[src/rtl/float8_pkg.sv]
// Shared float8 format constants and FSM encoding.
// Used by the divider datapath and other float8 arithmetic blocks.
package float8_pkg;

    localparam int EXP_W    = 4;
    localparam int MANT_W   = 3;
    localparam int FP8_W    = 1 + EXP_W + MANT_W;
    localparam int SIGN_BIT = FP8_W - 1;
    localparam int BIAS     = 7;
    localparam int QUOT_W   = MANT_W + 2;
    localparam int EXP_MIN  = 1;
    localparam int EXP_MAX  = 15;

    localparam logic [FP8_W-2:0] MAX_MAG  = 7'h7F;
    localparam logic [FP8_W-2:0] ZERO_MAG = 7'h00;

    typedef enum logic [1:0] {
        S_IDLE,
        S_DIVIDE,
        S_NORMALIZE,
        S_DONE
    } state_e;

endpackage

[src/rtl/float8_mant_divider.sv]
// Iterative restoring divider for hidden-bit mantissas.
// Loads on start, then produces one quotient bit per cycle, MSB first.
module float8_mant_divider
    import float8_pkg::*;
(
    input  logic              clk,
    input  logic              rst,
    input  logic              start,
    input  logic [MANT_W:0]   a_mant,
    input  logic [MANT_W:0]   b_mant,
    output logic [QUOT_W-1:0] quot,
    output logic              done
);

    logic [QUOT_W-1:0] rem_q, rem_d;
    logic [QUOT_W-1:0] rem_sub;
    logic [MANT_W:0]   div_q, div_d;
    logic [QUOT_W-1:0] q_q, q_d;
    logic [2:0]        cnt_q, cnt_d;
    logic              busy_q, busy_d;
    logic              done_q, done_d;
    logic              ge;

    // One restoring step per cycle while busy; done pulses after the last bit.
    always_comb begin
        rem_d   = rem_q;
        div_d   = div_q;
        q_d     = q_q;
        cnt_d   = cnt_q;
        busy_d  = busy_q;
        done_d  = 1'b0;
        ge      = rem_q >= {1'b0, div_q};
        rem_sub = ge ? rem_q - {1'b0, div_q} : rem_q;
        if (start) begin
            rem_d  = {1'b0, a_mant};
            div_d  = b_mant;
            q_d    = '0;
            cnt_d  = '0;
            busy_d = 1'b1;
        end else if (busy_q) begin
            rem_d = rem_sub << 1;
            q_d   = {q_q[QUOT_W-2:0], ge};
            cnt_d = cnt_q + 3'd1;
            if (cnt_q == 3'(QUOT_W - 1)) begin
                busy_d = 1'b0;
                done_d = 1'b1;
            end
        end
    end

    // Divider state registers, cleared by reset to abort any operation.
    always_ff @(posedge clk or posedge rst) begin
        if (rst) begin
            rem_q  <= '0;
            div_q  <= '0;
            q_q    <= '0;
            cnt_q  <= '0;
            busy_q <= 1'b0;
            done_q <= 1'b0;
        end else begin
            rem_q  <= rem_d;
            div_q  <= div_d;
            q_q    <= q_d;
            cnt_q  <= cnt_d;
            busy_q <= busy_d;
            done_q <= done_d;
        end
    end

    assign quot = q_q;
    assign done = done_q;

endmodule

[src/rtl/float8_division.sv]
// Float8 divider with valid/ready handshakes and fixed latency.
// Zero operands and exponent range are resolved after the mantissa divide.
module float8_division
    import float8_pkg::*;
#(
    parameter int BIAS = float8_pkg::BIAS
) (
    input  logic             clk,
    input  logic             rst,
    input  logic             in_valid,
    output logic             in_ready,
    input  logic [FP8_W-1:0] a,
    input  logic [FP8_W-1:0] b,
    output logic             out_valid,
    input  logic             out_ready,
    output logic [FP8_W-1:0] result,
    output logic             div_by_zero,
    output logic             overflow,
    output logic             underflow
);

    localparam logic signed [5:0] EXP_HI = 6'(EXP_MAX);
    localparam logic signed [5:0] EXP_LO = 6'(EXP_MIN);

    state_e            state_q, state_d;
    logic [FP8_W-1:0]  a_q, a_d;
    logic [FP8_W-1:0]  b_q, b_d;
    logic              sign_q, sign_d;
    logic [FP8_W-1:0]  result_q, result_d;
    logic              dbz_q, dbz_d;
    logic              ovf_q, ovf_d;
    logic              unf_q, unf_d;
    logic              start;
    logic [QUOT_W-1:0] quot;
    logic              div_done;
    logic [EXP_W-1:0]  ea, eb;
    logic signed [5:0] exp_raw, exp_adj;
    logic [MANT_W-1:0] mant;

    float8_mant_divider u_div (
        .clk    (clk),
        .rst    (rst),
        .start  (start),
        .a_mant ({1'b1, a[MANT_W-1:0]}),
        .b_mant ({1'b1, b[MANT_W-1:0]}),
        .quot   (quot),
        .done   (div_done)
    );

    // Sequencing plus exponent/normalize/special-case resolution.
    always_comb begin
        state_d  = state_q;
        a_d      = a_q;
        b_d      = b_q;
        sign_d   = sign_q;
        result_d = result_q;
        dbz_d    = dbz_q;
        ovf_d    = ovf_q;
        unf_d    = unf_q;
        start    = 1'b0;
        ea       = a_q[FP8_W-2 -: EXP_W];
        eb       = b_q[FP8_W-2 -: EXP_W];
        exp_raw  = 6'({2'b00, ea}) - 6'({2'b00, eb}) + 6'(BIAS);
        exp_adj  = quot[QUOT_W-1] ? exp_raw : exp_raw - 6'sd1;
        mant     = quot[QUOT_W-1] ? quot[QUOT_W-2:1]
                                  : quot[MANT_W-1:0];
        unique case (state_q)
            S_IDLE: begin
                if (in_valid) begin
                    a_d     = a;
                    b_d     = b;
                    sign_d  = a[SIGN_BIT] ^ b[SIGN_BIT];
                    start   = 1'b1;
                    state_d = S_DIVIDE;
                end
            end
            S_DIVIDE: begin
                if (div_done) state_d = S_NORMALIZE;
            end
            S_NORMALIZE: begin
                dbz_d = 1'b0;
                ovf_d = 1'b0;
                unf_d = 1'b0;
                if (eb == '0) begin
                    result_d = {sign_q, MAX_MAG};
                    dbz_d    = 1'b1;
                end else if (ea == '0) begin
                    result_d = {sign_q, ZERO_MAG};
                end else if (exp_adj > EXP_HI) begin
                    result_d = {sign_q, MAX_MAG};
                    ovf_d    = 1'b1;
                end else if (exp_adj < EXP_LO) begin
                    result_d = {sign_q, ZERO_MAG};
                    unf_d    = 1'b1;
                end else begin
                    result_d = {sign_q, exp_adj[EXP_W-1:0], mant};
                end
                state_d = S_DONE;
            end
            S_DONE: begin
                if (out_ready) state_d = S_IDLE;
            end
        endcase
    end

    // Control and result registers; reset aborts and clears outputs.
    always_ff @(posedge clk or posedge rst) begin
        if (rst) begin
            state_q  <= S_IDLE;
            a_q      <= '0;
            b_q      <= '0;
            sign_q   <= 1'b0;
            result_q <= '0;
            dbz_q    <= 1'b0;
            ovf_q    <= 1'b0;
            unf_q    <= 1'b0;
        end else begin
            state_q  <= state_d;
            a_q      <= a_d;
            b_q      <= b_d;
            sign_q   <= sign_d;
            result_q <= result_d;
            dbz_q    <= dbz_d;
            ovf_q    <= ovf_d;
            unf_q    <= unf_d;
        end
    end

    assign in_ready    = (state_q == S_IDLE) && !rst;
    assign out_valid   = (state_q == S_DONE);
    assign result      = result_q;
    assign div_by_zero = dbz_q;
    assign overflow    = ovf_q;
    assign underflow   = unf_q;

endmodule

[config.mk]
export PLATFORM = sky130hd
export DESIGN_NAME = float8_division
export DESIGN_NICKNAME = d
export VERILOG_FILES = /design/src/rtl/float8_pkg.sv /design/src/rtl/float8_mant_divider.sv /design/src/rtl/float8_division.sv
export SDC_FILE = /design/constraint.sdc
export NUM_CORES = 1
export LEC_CHECK = 0
export CAP_MARGIN = 40
export CORE_ASPECT_RATIO = 1.1
export CORE_UTILIZATION = 30
export CTS_BUF_LIST = sky130_fd_sc_hd__clkbuf_16
export CTS_CLUSTER_DIAMETER = 150
export CTS_CLUSTER_SIZE = 24
export DETAILED_ROUTE_END_ITERATION = 7
export MAX_ROUTING_LAYER = met4
export SYNTH_ARGS = -nofsm -noshare
export SYNTH_HDL_FRONTEND = slang
export SYNTH_SLANG_ARGS = --single-unit
[constraint.sdc]
create_clock -name clk -period 3 [get_ports clk]
set_input_delay 0.6 -clock clk [delete_from_list [all_inputs] [get_ports clk]]
set_output_delay 0.6 -clock clk [all_outputs]
set_load 0.05 [all_outputs]
# Word level (Yosys, flattened, before mapping)
# Cells that the tools add are included.
dict set report totals {
  register_bits 47
  inputBits 20
  out_inout_bits 13
  word_cells 71
}
dict set report op_classes {
  add_sub_neg 5
  order_cmp 3
  eq_ne 7
  mux 33
  bitwise_logic 1
  n_reduce_logical 8
}
# cell n
set op_table {}
lappend op_table {{7-bit 2-to-1 mux} 4}
lappend op_table {{5-bit 2-to-1 mux} 4}
lappend op_table {{1-bit 2-to-1 mux} 16}
lappend op_table {{3-bit 2-to-1 mux} 3}
lappend op_table {{4-bit logical NOT} 2}
lappend op_table {{2-bit one-hot mux with 4 select lines} 1}
lappend op_table {{5-bit by 4-bit adder with 6-bit output, second input constant} 1}
lappend op_table {{6-bit by 5-bit > comparator with 1-bit output, second input constant} 1}
lappend op_table {{6-bit by 2-bit less-than comparator with 1-bit output, second input constant} 1}
lappend op_table {{2-bit 2-to-1 mux} 3}
lappend op_table {{6-bit 2-to-1 mux} 1}
lappend op_table {{6-bit by 2-bit subtractor with 6-bit output, second input constant} 1}
lappend op_table {{5-bit by 4-bit >= comparator with 1-bit output} 1}
lappend op_table {{4-bit by 4-bit subtractor with 5-bit output} 1}
lappend op_table {{2-bit equality test, second input constant} 2}
lappend op_table {{4-bit 2-to-1 mux} 1}
lappend op_table {{2-bit by 1-bit != test with 1-bit output, second input constant} 2}
lappend op_table {{4-bit subtractor} 1}
lappend op_table {{3-bit by 1-bit adder with 3-bit output, second input constant} 1}
lappend op_table {{3-bit equality test, second input constant} 1}
lappend op_table {{3-bit AND reduction} 1}
lappend op_table {{2-bit by 1-bit equality test with 1-bit output, second input constant} 1}
lappend op_table {{2-bit logical NOT} 1}
lappend op_table {{2-bit != test, second input constant} 1}
lappend op_table {{5 further kinds} 5}

# Longest topological paths before layout
dict set report depth {
  word_depth 9
  mapped_depth 12
  depth_no_buf 12
}

# Hierarchy
# A second synthesis with hierarchy kept.
dict set report hier_totals {
  cells_unflattened 259
  hier_area_um2 2504.9
}
# mod n_inst cells_per_inst area_each_um2 seq_area_each_um2
set modules_own_cells {}
lappend modules_own_cells {float8_division 1 156 1468.9 550.5}
lappend modules_own_cells {float8_mant_divider 1 103 1036.0 475.5}

# Worst setup path after synthesis
# No wires, ideal clock.
dict set report synth_timing {
  path_kind {register to register}
  startpoint {register a_q[3]}
  endpoint {register result_q[0] (netlist: result[0])}
  setup_ns 0.130
  t_arrival_ns 2.643
  t_required_ns 2.870
  setup_slack_ns 0.227
  path_stages_with_launch 12
  path_buffers 0
  period_less_slack_ns 2.773
  path_cell_list {dfrtp_1 > inv_1 > ha_1 > inv_1 > fa_1 > inv_1 > ha_1 > or4_4 > or2_0 > o311a_2 > a211oi_4 > o31ai_1}
}
dict set report synth_via {
  elab_chain_len 9
  word_cells_on_any_way 11
  classes_between {add/sub: 3; order compare: 2; mux: 5; reduce/logical: 1}
}
# item line_no
set synth_lines {}
lappend synth_lines {{start, declared} float8_division.sv:26} ;# logic [FP8_W-1:0] a_q, a_d;
lappend synth_lines {{start signal, assigned} float8_division.sv:110} ;# a_q <= '0;
lappend synth_lines {{start signal, assigned} float8_division.sv:119} ;# a_q <= a_d;
lappend synth_lines {{4-bit by 4-bit subtractor with 5-bit output} float8_division.sv:63} ;# exp_raw = 6'({2'b00, ea}) - 6'({2'b00, eb}) + 6'(BIAS);
lappend synth_lines {{5-bit by 4-bit adder with 6-bit output} float8_division.sv:63}
lappend synth_lines {{6-bit by 2-bit subtractor with 6-bit output} float8_division.sv:64} ;# exp_adj = quot[QUOT_W-1] ? exp_raw : exp_raw - 6'sd1;
lappend synth_lines {{6-bit 2-to-1 mux} float8_division.sv:64}
lappend synth_lines {{6-bit by 2-bit less-than comparator with 1-bit output} float8_division.sv:92} ;# end else if (exp_adj < EXP_LO) begin
lappend synth_lines {{7-bit 2-to-1 mux} float8_division.sv:92}
lappend synth_lines {{7-bit 2-to-1 mux} float8_division.sv:89} ;# end else if (exp_adj > EXP_HI) begin
lappend synth_lines {{7-bit 2-to-1 mux (*)} float8_division.sv:87} ;# end else if (ea == '0) begin
lappend synth_lines {{7-bit 2-to-1 mux (*)} float8_division.sv:84} ;# if (eb == '0) begin
lappend synth_lines {{end signal, assigned} float8_division.sv:122} ;# result_q <= result_d;
lappend synth_lines {{end, declared} float8_division.sv:29} ;# logic [FP8_W-1:0] result_q, result_d;
# Mark *: on every way between the ends. The rest lies on a longest branch, timed or not.
# A chain may end at the register's enable or synchronous reset.

# Worst setup path after layout
dict set report layout_timing {
  startpoint {register a_q[3]}
  endpoint {register result_q[3] (netlist: result[3])}
}
# The elaborated chain is that of the path after synthesis.

==> impl_metrics.toml <==
[route]
firstDrtPassIters = 4
routed_wl_mm = 5.02
vias = 1912
wl_per_cell_um = 12.4
ant_nets = 0
drc = 0
viasPerCell = 4.73
drt_iter0_drc = 114

[logic_synthesis]
synth-async-reset-ratio = 1.00
synth_cell_types = 40
synth-edff-count = 0
ys_seq_area_frac = 0.425
mappedNetlistArea_um2 = 2410
ys_ff_latch = 41
syn-num-nets = 300
syn-mean-instance-area_um2 = 9.24
synth_flop_cell = "dfrtp_1"
yosysWarnings = 0
synth_cells = 261

[global_routing]
grt_overflow = 0
grt_start_max_net_pins = 42
grt_pass1_wl_mm = 8.56
antenna_found_initial = 0
groute.usage.overall = 0.137
grt_pass1_vias = 1879

[place]
placed_area_um2 = 2860
dpl.cell_count = 395
place_hpwl_mm = 3.66
port_buffers = 32
gp_congestion = 0.870

[clocking]
path_clk_slew_ns = 0.06
htree_num_levels = 2
worstSkewPairLatency_ns = 0.28
cts_buffers = 5
ctsHoldBuffers = 0
ctsRootBufferMaster = "clkbuf_16"
cts_tree = "yes"
clockBufferDepth = 2
cts.sinks = 41

[worst_setup_path]
path_class = "register to register"
arrival_ns = 3.03
critPathSlowestCell = "fa_2"
crit_family = "adder cells"
worstPathBufferInverterCount = 3
crit_fanout = 5
crit_path_start_kind = "register"
critPathMaxStageDelay_ns = 0.54
required_ns = 3.15
crit_cells = 11
path_cells = "inv_2 > ha_4 > inv_1 > fa_2 > inv_2 > ha_4 > or4_4 > or2_1 > o311a_4 > a211oi_4 > o31ai_1"
r2r_cells = 11
endpoint_kind = "register"

[floorplanning]
core-area_um2 = 7640
die_w_um = 87.5
initial_core_util = 0.316
dieArea_um2 = 8400
ios = 33
core.rowCount = 33
dieHeight_um = 96.1

[layout]
drive_gt1_frac = 0.110
final_common_cell = "dfrtp_1"
final_cell_mix = "41 x dfrtp_1, 35 x nand2_1, 32 x clkdlybuf4s50_1"
areaGrowthSynthToFinish_pct = 28.0
final_nets = 338
num_antenna_cells = 0
stdcell_count = 404
design_area_um2 = 3090

[min_path]
whs_path_depth = 2
hp-class = "register to register"

[sta]
fmax_ghz = 0.348
drv_slew = 0
relSlewSlack = 0.615
min_period_ns = 2.87
fin_skew_ns = 0.00207
finalSetupViolCount = 0
tightest_slew_ns = 0.577
final.period_utilization = 0.957
hold_violations = 0

[run_status]
outcome = "finished, final reports clean"

[job]
maxCapViolCount = 0
[metrics by stage]
stage                     setup slack (ns)   util   TNS, ns  hold slack [ns]
final                                0.129  0.404         0            0.454
after CTS                           0.0620  0.393         0            0.458
after global routing              -0.00750  0.404  -0.00887            0.498
after floorplan                      0.227      -         0            0.418
after global placement               0.127  0.375         0            0.437
after detailed placement            0.0662  0.375         0            0.445
[synth_stat cells (all sizes together), types with 2 or more instances]
master  instances  area, um2
a21oi          17       85.1
o31ai           7       52.6
a21o            4       30.0
and2            2       12.5
inv            25       93.8
nand3           2       10.0
o21ai          20        100
nor2           17       63.8
buf             2       15.0
nor2b           4       25.0
o211ai          5       37.5
or2             2       12.5
nand2b          3       18.8
dfrtp          41       1030
clkbuf          6       22.5
mux2i           6       60.1
ha             17        213
nor3           12       65.1
fa              2       40.0
mux2            4       45.0
nor4            2       12.5
nand4b          2       17.5
nand2          35        131
xor2            3       26.3
xnor2          10       87.6
[cell families after synthesis]
family	count (synthesis)	synth area share
adders and majority gates	19	0.105
xor gates and xnor gates	13	0.0472
and+or+nand+nor	85	0.166
muxes	10	0.0436
AOI/OAI and AO/OA	60	0.158
DFF	41	0.425
buffers and inverters	33	0.0545
[worst min-delay path, stage by stage, from the launching register on]
cell	delay [ns]
dfrtp_1	0.32
inv_1	0.06
nand2_1	0.05
[final timing paths]
| path | start | end | slack, ns |
|---|---|---|---|
| hold / removal | u_div.div_q[3]$_DFFE_PP0P_ | u_div.div_q[3]$_DFFE_PP0P_ | 0.45 |
| max in group asynchronous | rst | result[3]$_DFFE_PP0P_ | 1.88 |
| min in group asynchronous | rst | b_q[2]$_DFFE_PP0P_ | 0.77 |
| hold reg to reg | u_div.div_q[3]$_DFFE_PP0P_ | u_div.div_q[3]$_DFFE_PP0P_ | 0.45 |
| setup reg to reg | a_q[3]$_DFFE_PP0P_ | result[3]$_DFFE_PP0P_ | 0.13 |
| setup / recovery | a_q[3]$_DFFE_PP0P_ | result[3]$_DFFE_PP0P_ | 0.13 |
[routing by layer]
| layer | wire (um) | part of all wire | global-route usage |
|---|---|---|---|
| met5 | 0 | 0 | - |
| met4 | 133 | 0.027 | 0.0615 |
| met3 | 138 | 0.028 | 0.0292 |
| met2 | 2360 | 0.47 | 0.212 |
| met1 | 2390 | 0.48 | 0.171 |
[cell type report]
type	count	area, um2
Timing Repair Buffer	39	373
Sequential cell	41	1030
Inverter	25	93.8
Clock buffer	5	125
Tap cell	105	131
Fill cell	794	4550
Multi-Input combinational cell	187	1330
Clock inverter	2	11.3
[state kept, by name, summed over array words and instances, names as in the netlist]
name	cells
u_div.busy_q	1
u_div.rem_q	5
u_div.cnt_q	3
result	8
b_q	7
state_q	2
overflow	1
a_q	4
u_div.done	1
u_div.div_q	1
u_div.quot	5
div_by_zero	1
sign_q	1
underflow	1
[what timing repair did]
action | in CTS | in global routing
setup endpoints to repair | 0 | 8
resized for setup | 0 | 15
setup buffers | 0 | 2
Power is not shown: default switching activity piles up to over one toggle a cycle in this logic, so the estimate is an artifact.
